--- config.mk ---
export PLATFORM = sky130hd
export DESIGN_NAME = dmem_bus_adapter
export DESIGN_NICKNAME = d
export VERILOG_FILES = /design/src/rtl/dmem_bus_pkg.sv /design/src/rtl/dbus_watchdog.sv /design/src/rtl/dmem_bus_adapter.sv
export SDC_FILE = /design/constraint.sdc
export NUM_CORES = 1
export LEC_CHECK = 0
export ABC_AREA = 1
export CORE_ASPECT_RATIO = 0.6
export CORE_UTILIZATION = 25
export DETAILED_ROUTE_END_ITERATION = 8
export PLACE_DENSITY = 0.62
export SYNTH_ARGS = -nofsm -noshare
export SYNTH_HDL_FRONTEND = slang
export SYNTH_SLANG_ARGS = --single-unit
--- constraint.sdc ---
create_clock -name i_clk -period 1.9 [get_ports i_clk]
set_clock_uncertainty 0.1 [all_clocks]
set_input_delay 0.285 -clock i_clk [delete_from_list [all_inputs] [get_ports i_clk]]
set_output_delay 0.285 -clock i_clk [all_outputs]
set_load 0.05 [all_outputs]
--- src/rtl/dmem_bus_pkg.sv ---
// Purpose : shared types for the MEM-stage data-memory bus adapter.
// Latency : n/a (types, constants and a payload helper only).
// Backpr. : n/a.
package dmem_bus_pkg;

    localparam int DBUS_WIDTH = 32;

    typedef enum logic [1:0] {
        IDLE     = 2'd0,
        REQ      = 2'd1,
        WAIT_RSP = 2'd2,
        DONE     = 2'd3
    } dbus_state_t;

    typedef struct packed {
        logic [DBUS_WIDTH-1:0] addr;
        logic [DBUS_WIDTH-1:0] wdata;
        logic [3:0]            byteen;
        logic                  we;
    } dbus_req_t;

    // Builds the bus payload from the raw dmem port. Loads never carry
    // store data or byte enables onto the bus, so the slave can key off
    // we alone and see clean zeros otherwise.
    function automatic dbus_req_t dbus_make_req(
        input logic [DBUS_WIDTH-1:0] addr,
        input logic [DBUS_WIDTH-1:0] wdata,
        input logic [3:0]            byteen,
        input logic                  we
    );
        dbus_req_t r;
        r.addr   = addr;
        r.wdata  = we ? wdata  : '0;
        r.byteen = we ? byteen : 4'b0000;
        r.we     = we;
        return r;
    endfunction

endpackage

--- src/rtl/dbus_watchdog.sv ---
// Purpose : cycle counter that flags a bus response as overdue.
// Latency : expired is combinational from the count; count updates each enabled cycle.
// Backpr. : none; the count freezes once expired so it never wraps.
//
// Ports:
//   i_clk, i_reset_n : core clock, asynchronous active-low reset
//   clear            : restart the count at zero (takes priority over enable)
//   enable           : count this cycle
//   expired          : count has reached TIMEOUT_CYCLES-1 while enabled
module dbus_watchdog #(
    parameter int TIMEOUT_CYCLES = 256
) (
    input  logic i_clk,
    input  logic i_reset_n,
    input  logic clear,
    input  logic enable,
    output logic expired
);

    localparam int                CNT_W = $clog2(TIMEOUT_CYCLES);
    localparam logic [CNT_W-1:0]  LAST  = CNT_W'(TIMEOUT_CYCLES - 1);

    logic [CNT_W-1:0] count;

    assign expired = enable && (count == LAST);

    always_ff @(posedge i_clk or negedge i_reset_n) begin
        if (!i_reset_n) begin
            count <= '0;
        end else if (clear) begin
            count <= '0;
        end else if (enable && !expired) begin
            count <= count + CNT_W'(1);
        end
    end

endmodule

--- src/rtl/dmem_bus_adapter.sv ---
// Purpose : turns the single-cycle MEM-stage dmem request into a registered valid/ready bus transaction.
// Latency : zero-wait bus gives 3 stall cycles, o_done in the 4th; watchdog forces completion after TIMEOUT_CYCLES.
// Backpr. : o_stall freezes the pipeline from request until DONE; payload is held stable while ready is low.
//
// Ports:
//   i_clk, i_reset_n              : core clock, asynchronous active-low reset
//   i_addr/i_wdata/i_byteen       : dmem request payload from the datapath
//   i_we, i_re                    : store / load request (store wins if both)
//   o_rdata, o_done, o_err        : completion pulse with load data and error flag
//   o_stall                       : freeze IF..MEM registers and PC
//   o_bus_req_valid/i_bus_req_ready, o_bus_addr/wdata/byteen/we : request channel
//   i_bus_rsp_valid/data/err      : response channel
module dmem_bus_adapter
    import dmem_bus_pkg::*;
#(
    parameter int WIDTH          = DBUS_WIDTH,
    parameter int TIMEOUT_CYCLES = 256
) (
    input  logic             i_clk,
    input  logic             i_reset_n,
    input  logic [WIDTH-1:0] i_addr,
    input  logic [WIDTH-1:0] i_wdata,
    input  logic [3:0]       i_byteen,
    input  logic             i_we,
    input  logic             i_re,
    output logic [WIDTH-1:0] o_rdata,
    output logic             o_done,
    output logic             o_err,
    output logic             o_stall,
    output logic             o_bus_req_valid,
    input  logic             i_bus_req_ready,
    output logic [WIDTH-1:0] o_bus_addr,
    output logic [WIDTH-1:0] o_bus_wdata,
    output logic [3:0]       o_bus_byteen,
    output logic             o_bus_we,
    input  logic             i_bus_rsp_valid,
    input  logic [WIDTH-1:0] i_bus_rsp_data,
    input  logic             i_bus_rsp_err
);

    dbus_state_t      state, state_nxt;
    dbus_req_t        req_q;
    logic [WIDTH-1:0] rdata_q;
    logic             err_q;
    logic             dmem_req_vld;
    logic             wd_clear, wd_enable, wd_expired;

    assign dmem_req_vld = i_we | i_re;

    dbus_watchdog #(
        .TIMEOUT_CYCLES (TIMEOUT_CYCLES)
    ) u_watchdog (
        .i_clk     (i_clk),
        .i_reset_n (i_reset_n),
        .clear     (wd_clear),
        .enable    (wd_enable),
        .expired   (wd_expired)
    );

    // State register
    always_ff @(posedge i_clk or negedge i_reset_n) begin
        if (!i_reset_n) begin
            state <= IDLE;
        end else begin
            state <= state_nxt;
        end
    end

    // Next-state logic. DONE ignores the request still present on the dmem
    // port: the pipeline advances on that edge, so whatever is visible then
    // is the already-serviced access.
    always_comb begin
        state_nxt = state;
        case (state)
            IDLE:     if (dmem_req_vld)                   state_nxt = REQ;
            REQ:      if (i_bus_req_ready)                state_nxt = WAIT_RSP;
            WAIT_RSP: if (i_bus_rsp_valid || wd_expired)  state_nxt = DONE;
            DONE:                                         state_nxt = IDLE;
            default:                                      state_nxt = IDLE;
        endcase
    end

    // Output / control decode
    always_comb begin
        o_stall         = 1'b0;
        o_done          = 1'b0;
        o_bus_req_valid = 1'b0;
        o_err           = 1'b0;
        wd_clear        = 1'b0;
        wd_enable       = 1'b0;
        case (state)
            IDLE: begin
                // Stall in the same cycle the request appears so the
                // MEM-stage instruction is held while the payload registers.
                o_stall = dmem_req_vld;
            end
            REQ: begin
                o_stall         = 1'b1;
                o_bus_req_valid = 1'b1;
                wd_clear        = i_bus_req_ready;
            end
            WAIT_RSP: begin
                o_stall   = 1'b1;
                wd_enable = 1'b1;
            end
            DONE: begin
                o_done = 1'b1;
                o_err  = err_q;
            end
            default: begin
                o_stall = 1'b0;
            end
        endcase
    end

    // Payload and response capture
    always_ff @(posedge i_clk or negedge i_reset_n) begin
        if (!i_reset_n) begin
            req_q   <= '0;
            rdata_q <= '0;
            err_q   <= 1'b0;
        end else begin
            if (state == IDLE && dmem_req_vld) begin
                req_q <= dbus_make_req(i_addr, i_wdata, i_byteen, i_we);
            end
            if (state == WAIT_RSP) begin
                // A response in the expiry cycle still counts as a real response.
                if (i_bus_rsp_valid) begin
                    rdata_q <= req_q.we ? '0 : i_bus_rsp_data;
                    err_q   <= i_bus_rsp_err;
                end else if (wd_expired) begin
                    rdata_q <= '0;
                    err_q   <= 1'b1;
                end
            end
        end
    end

    assign o_rdata      = rdata_q;
    assign o_bus_addr   = req_q.addr;
    assign o_bus_wdata  = req_q.wdata;
    assign o_bus_byteen = req_q.byteen;
    assign o_bus_we     = req_q.we;

endmodule

# --- Word-level counts from Yosys, hierarchy flattened ---
# Cells that the tools add are included.
word_totals:
  ff_bits: 112
  in_bits: 107
  out_inout_bits: 105
  elab_cells: 47
classes:
  add_sub_neg: 1
  n_eq_ne: 7
  n_mux: 19
  bitwise: 1
  n_reduce_logical: 11
op_table:
  columns: ["cell", "n"]
  rows:
  - ["32-bit two-way mux", 4]
  - ["8-bit two-way mux", 2]
  - ["8-bit by 1-bit adder with 8-bit output, second input constant", 1]
  - ["8-bit equality test, second input constant", 1]
  - ["2-bit one-hot mux with 4 select lines", 1]
  - ["1-bit two-way mux", 7]
  - ["2-bit two-way mux", 3]
  - ["2-bit inequality test, second input constant", 3]
  - ["2-bit equality test, second input constant", 2]
  - ["4-bit two-way mux", 1]
  - ["2-bit nonzero test", 2]
  - ["1-bit logical AND", 3]
  - ["3-bit AND reduction", 1]
  - ["2-bit by 1-bit equality test with 1-bit output, second input constant", 1]
  - ["2-bit logical NOT", 1]
  - ["1-bit one-hot mux with 2 select lines", 1]
  - ["2-bit AND reduction", 1]
  - ["2-bit OR reduction", 1]
  - ["1-bit logical NOT", 1]
  - ["1-bit logical OR", 1]
  - ["1-bit bitwise OR", 1]

# --- Logic depth before layout (Yosys ltp) ---
depth:
  ltp_word: 7
  depth_mapped: 9
  depth_no_buf: 9

# --- Cells and area by module ---
# Synthesis repeated with hierarchy kept, for this count alone.
hier_totals:
  hier_cells: 538
  area_unflattened_um2: 4619.4
modules_own_cells:
  columns: ["mod", "instances", "cells_per_inst", "area_per_inst_um2", "seq_area_each_um2"]
  rows:
  - ["dmem_bus_adapter", 1, 468, 4103.9, 2602.5]
  - ["dbus_watchdog", 1, 70, 515.5, 200.2]

# --- Worst setup path before layout ---
# Ideal clock, no wire load.
synth_timing:
  path_type: "register to output"
  from: "register state[0]"
  to: "output o_stall"
  arrival_time_ns: 1.784
  required_time_ns: 1.515
  path_slack_ns: -0.269
  path_stages_with_launch: 8
  n_path_buf: 1
  cell_sequence: "dfrtp_1 inv_1 ha_1 inv_1 a21oi_2 buf_2 nor2_1 nor2_1"
synth_via:
  elab_chain_cells: 3
  elab_cells_between_ends: 5
  classes_between: "2 x eq/ne; 1 x mux; 2 x reduce/logical"
synth_rtl:
  columns: ["item", "line", "rtl"]
  rows:
  - ["start, declared", "dmem_bus_adapter.sv:41", "dbus_state_t state, state_nxt;"]
  - ["start signal, assigned", "dmem_bus_adapter.sv:65", "state <= state_nxt;"]
  - ["2-bit equality test or 2-bit by 1-bit equality test with 1-bit output (tied branches)", "dmem_bus_adapter.sv:91", "case (state)"]
  - ["2-bit OR reduction (no source line)", null, null]
  - ["1-bit one-hot mux with 2 select lines (*)", "dmem_bus_adapter.sv:91", null]
  - ["end, declared", "dmem_bus_adapter.sv:29", "output logic o_stall,"]
# Mark *: on every way between the ends. The rest lies on a longest branch, timed or not.

# --- Worst setup path in the final report ---
layout_timing:
  from: "register state[1]"
  to: "output o_stall"
# Same word-level chain as after synthesis.

==> run_results.csv <==
group,metric,value,unit
place,port_buffers,211,
place,dpl_cell_area,7070,µm²
critical_path,crit_path_start,"state[1]$_DFFE_PN0P_",
critical_path,arrival,1.51,ns
critical_path,reg2regPathDepth,8,
pwr,p_sw,7740,µW
status,status,"complete, no violations",
global_route,grt-ovfl-total,0,
timing,worstMarginPinSlew,0.638,ns
critical_path,rr_startpoint,"state[0]$_DFFE_PN0P_",
pwr,seqPwrFrac,0.278,
layout,area_growth_syn_to_layout,58.1,%
layout,drive_gt1_frac,0.139,
clocking,cts.sinks,112,
clocking,cts_max_level,3,
pwr,p_per_area,2010,nW/µm²
timing,drv_slew,0,
global_route,grt_use_total,0.140,
route,drt-initial-drc-count,179,
global_route,antenna_found_initial,0,
place,place_hpwl,9200,µm
yosys,syn_inst,542,
pwr,vdd_drop_max,1.09,mV
global_route,grt_pass1_wl,21300,µm
route,drt_pass1_iterations,4,
timing,rsz0062_at_grt,"yes",
route,avgViaCountPerCell,4.18,
layout,final_area,7410,µm²
clocking,root_buffer,"clkbuf_16",
yosys,syn_avg_cell_area,8.65,µm²
yosys,synth_nets,655,
critical_path,required,1.51,ns
yosys,yosys_warnings,0,
critical_path,start_kind,"register",
route,wire_per_inst,13.4,µm
critical_path,timing.rr.end,"o_rdata[11]$_DFFE_PN0P_",
timing,fin_crit,1.89,ns
clocking,cts_tree,"built",
timing,min_period_over_period,0.997,
floorplan,die_h,108,µm
global_route,grt_max_degree,113,
global_route,grt_pass1_vias,4090,
pwr,leakage,0.00403,µW
floorplan,ioPinCount,212,
yosys,synth.distinct_cells,26,
pwr,switching_share,0.518,
layout,fin_util,0.407,
timing,relSlewSlack,0.575,
clocking,worst_setup_hold_path_clk_slew,0.09,ns
layout,final_common_cell,"nand2_1",
yosys,synth_area,4690,µm²
route,drt-total-wl,13400,µm
flow_run,maxCapViolCount,0,
critical_path,critPathCapture,"o_stall",
route,antenna_left,0,
place,gp_congestion,0.811,
floorplan,start_util,0.257,
floorplan,coreArea,18200,µm²
timing,setup_viol_count_final,0,
layout,layout.nets,870,
critical_path,critPathCaptureType,"output port",
route,route.detailed.drc,0,
min_path,holdPathStages,3,
clocking,clkLatencyLatePin,0.34,ns
pwr,p_int,7180,µW
floorplan,row_count,38,
clocking,cts_buffer_depth,2,
floorplan,dieWidth,179,µm
pwr,pwr-share-comb,0.589,
yosys,ys_seq_elements,112,
clocking,cts_made_buffers,9,
timing,fmax,528,MHz
min_path,hp-class,"primary input to register",
critical_path,worstSetupPathType,"register to output port",
pwr,clkPwrFrac,0.133,
critical_path,rrSetupSlack,0.18,ns
layout,diodes,0,
layout,mostFrequentLayoutCells,"nand2_1, dfrtp_1, clkdlybuf4s50_1, nand3_1, buf_4",
route,vias,4182,
timing,hold_violations,0,
floorplan,dieArea,19300,µm²
critical_path,cp_max_fo,3,
yosys,synth-seq-area-share,0.598,
-- how the worst min path moves through the flow --
stage                from                    endpoint
3_5_place_dp    i_reset_n     o_rdata[22]$_DFFE_PN0P_
4_1_cts        i_addr[24]  o_bus_addr[24]$_DFFE_PN0P_
6_report       i_addr[24]  o_bus_addr[24]$_DFFE_PN0P_
5_1_grt         i_addr[5]   o_bus_addr[5]$_DFFE_PN0P_
3_3_place_gp    i_reset_n     o_rdata[22]$_DFFE_PN0P_
2_1_floorplan   i_reset_n           err_q$_DFFE_PN0P_
-- cells in the mapped netlist (all sizes together) --
cell type	count	area (µm²)
clkbuf	15	56.3
dfrtp	112	2800
inv	19	73.8
xor2	2	17.5
nand3	79	400
buf	12	100
nand2	270	1030
ha	6	75.1
o21ai	4	20.0
a21oi	3	18.8
or2	1	6.26
nor2	16	70.1
nor3	1	5.00
nand3b	1	7.51
nand4	1	6.26
-- worst max-delay path, stage by stage, from the launching register on --
cell and delay, ns:
dfrtp_1 0.42, inv_2 0.11, ha_4 0.15, inv_4 0.04
a21oi_4 0.15, nor2_4 0.05, nor2_4 0.12, buf_12 0.14
-- state kept, by name, summed over array words and instances (netlist names) --
register,count
state,2
o_bus_addr,32
u_watchdog.count,8
o_bus_wdata,32
o_bus_we,1
o_bus_byteen,4
o_rdata,32
err_q,1
-- through the flow --
| stage | hold WS (ns) | cells | setup WS, ns | setup TNS [ns] | power, µW |
|---|---|---|---|---|---|
| CTS | 0.343 | 1001 | -0.0324 | -0.0324 | 15100 |
| detailed placement | 0.328 | 982 | 0.103 | 0 | 13200 |
| finish | 0.367 | 1001 | 0.00549 | 0 | 14900 |
| floorplan | -0.111 | 542 | 0.0872 | 0 | 9950 |
| global placement | 0.316 | 982 | 0.143 | 0 | 13200 |
| global route | 0.367 | 1001 | -0.0854 | -0.127 | 15800 |
-- logic make-up (layout without fill, tap and decap cells) --
logic type,after synthesis,in the layout,share of synthesized area
xor gates and xnor gates,2,2,0.00374
AOI/OAI and AO/OA,7,7,0.00828
DFF,112,112,0.598
and+or+nand+nor,369,369,0.325
buffers and inverters,46,265,0.0491
adders and majority gates,6,6,0.0160
-- power groups by stage --
stage / logic, µW / clock network [µW] / registers (µW)
final: 8790 / 1980 / 4150
after CTS: 8840 / 2080 / 4160
after detailed placement: 9060 / 0 / 4180
after global routing: 9360 / 2180 / 4300
after global placement: 9010 / 0 / 4190
after floorplan: 2110 / 0 / 7840
-- area by class of cell --
class / instances / area [µm²]
multi-input combinational: 384 / 1690
inverter: 19 / 78.8
tap: 240 / 300
clock inverter: 6 / 77.6
fill: 1820 / 10800
timing repair buffer: 231 / 2230
sequential: 112 / 2800
clock buffer: 9 / 225
-- routing by layer --
metal	vias to the layer above	GRT usage	part of all wire
met4	0	0.0272	0.0031
met3	4	0.0587	0.11
met1	1909	0.193	0.49
met2	151	0.205	0.40
met5	-	0	0
li1	2118	-	-
-- what timing repair did --
action                     CTS  global route
buffers inserted             3             0
hold buffers                 1             0
setup endpoints to repair   42            24
gates resized for setup     46            16
pin swaps                    1             3
hold endpoints to repair   112             0
Note: power is estimated with default switching activity, not from simulation.
==> patch: new RTL, same settings <==
Register the output `o_err`, cleared by the reset; this adds one clock of latency there. The other outputs are not delayed to match.
--- a/src/rtl/dmem_bus_adapter.sv
+++ b/src/rtl/dmem_bus_adapter.sv
@@ -38,4 +38,6 @@
     input  logic             i_bus_rsp_err
 );
+
+    logic o_err_d;
 
     dbus_state_t      state, state_nxt;
@@ -86,5 +88,5 @@
         o_done          = 1'b0;
         o_bus_req_valid = 1'b0;
-        o_err           = 1'b0;
+        o_err_d         = 1'b0;
         wd_clear        = 1'b0;
         wd_enable       = 1'b0;
@@ -106,5 +108,5 @@
             DONE: begin
                 o_done = 1'b1;
-                o_err  = err_q;
+                o_err_d = err_q;
             end
             default: begin
@@ -143,4 +145,12 @@
     assign o_bus_we     = req_q.we;
 
+    always_ff @(posedge i_clk or negedge i_reset_n) begin
+        if (!i_reset_n) begin
+            o_err <= '0;
+        end else begin
+            o_err <= o_err_d;
+        end
+    end
+
 endmodule
 
Check against the original RTL: not equivalent (a bounded check fails within 4 cycles, from zero or initial values and one cycle with i_reset_n low).
==> patch against the unedited design <==
  * Fmax shrank 1.5%
  * Worst setup slack lost 0.029 ns
  * Critical path type unchanged
  * Synthesized cell count grew 0.18%
  * Sequential cell count grew 1
  * The run now ends with DRC, setup timing left
  * Power grew 9.1%
  * Die area grew 0.63%
  * Combinational power shrank 2%
  * Hold slack lost 0.13 ns
  * Highest routed layer unchanged
  * Critical endpoint unchanged
  * Sequential share of layout area shrank 1.0 points
  * Design area grew 3.8%
  * Synthesized area grew 0.64%
  * Wire length grew 2.2%
==> patch: results (changes against the unedited design) <==
[sta]
setup_viol=1  ; was 0
setup_tns_ns=-0.02327  ; was 0 ns
fin_ws_ns=-0.02327  ; was 0.005486 ns
tightest_slew_ns=0.5046  ; was 0.6377 ns

[route]
dr.pass1.iters=6  ; was 4
via_per_inst=4.176  ; was 4.178
drt_iter0_markers=180  ; was 179
vias=4239  ; was 4182
drc=36  ; was 0

[yosys]
ys_seq_area_share_pct=59.96  ; was 59.81%
synthXorXnorAreaFrac_pct=0.3715  ; was 0.3738%
synth_ff_type=dfrtp_1  ; unchanged
synth_nets=656  ; was 655
synth_compound_area_share_pct=0.8225  ; was 0.8278%
synth-adder-area-share_pct=1.592  ; was 1.602%
synth_area_leaders=dfrtp_1, nand2_1, nand3_1  ; unchanged
synth.distinct_cells=27  ; was 26

[status]
violations=DRC, setup timing
status=finished, violations left  ; was complete, no violations

[clock_tree]
htree_num_levels=4  ; was 3
clk_latency_ns=0.40  ; was 0.34 ns
postCtsResizedCells=57  ; was 46
cts.clk_slew.worst_paths_ns=0.06  ; was 0.09 ns
cts_max_path_buffers=2  ; unchanged

[placed_design]
place_congestion=0.7393  ; was 0.8113
placed_area_um2=7072  ; was 7069 µm²
dpl.hpwl_mm=9.593  ; was 9.203 mm

[pwr]
pg_clk_mw=3.46  ; was 1.98 mW
ir_worst_vdd_v=0.001217  ; was 0.001085 V
comb_power_share_pct=53.0  ; was 58.9%

[layout]
num-fill-cells=1816  ; was 1820
nets=875  ; was 870
drive_above_1_share_pct=14.97  ; was 13.93%

[worst_setup_path]
arrival_ns=1.54  ; was 1.51 ns

[global_routing]
grtUsageTotal_pct=14.34  ; was 14.02%

[worst_hold_path]
holdCritPathClass=in -> async  ; was in -> reg

==> patch: worst paths after layout <==
| path | to | slack (ns) | depth (start not counted) |
|---|---|---|---|
| max in group asynchronous | o_bus_addr[17]$_DFFE_PN0P_ | 0.89 | 3 |
| worst max register to register | u_watchdog.count[7]$_DFFE_PN0P_ | 0.23 | 7 |
| worst min register to register | o_bus_addr[3]$_DFFE_PN0P_ | 0.36 | 2 |
| worst max-delay path | o_stall | -0.02 | 7 |
| worst min-delay path | o_bus_addr[0]$_DFFE_PN0P_ | 0.24 | 2 |
| min in group i_clk | o_bus_addr[0]$_DFFE_PN0P_ | 0.31 | 3 |
==> patch: metal layers <==
metal / track usage [%] / routed length (µm) / vias to the layer above
li1: - / - / 2137
met1: 19.06 / 6377 / 1926
met2: 21.54 / 5677 / 166
met3: 6.013 / 1553 / 10
met4: 3.241 / 85 / 0
met5: 0 / 0 / -
==> patch: worst max-delay path: stages, from the launching register on <==
cell	delay, ns
dfrtp_1	0.40
inv_2	0.08
ha_1	0.15
inv_2	0.06
a21oi_4	0.15
nor2_2	0.06
nor2_4	0.09
buf_12	0.14
==> patch: layout make-up <==
class,instances,area [µm²],area share (%)
Inverter,19,73.82,0.9601
Sequential cell,113,2828,36.78
Multi-Input combinational cell,384,1673,21.76
Clock inverter,14,201.4,2.620
Tap cell,240,300.3,3.906
Timing Repair Buffer,227,2173,28.27
Clock buffer,18,439.2,5.712
==> patch: through the flow <==
step / hold slack (ns) / setup slack [ns] / power, mW
after global routing: 0.2694 / -0.09801 / 17.24
after global placement: 0.1487 / -0.02694 / 13.18
after floorplan: -0.1106 / 0.1182 / 9.988
final: 0.2377 / -0.02327 / 16.28
after CTS: 0.2412 / -0.06695 / 16.49
after detailed placement: 0.1450 / -0.009835 / 13.25
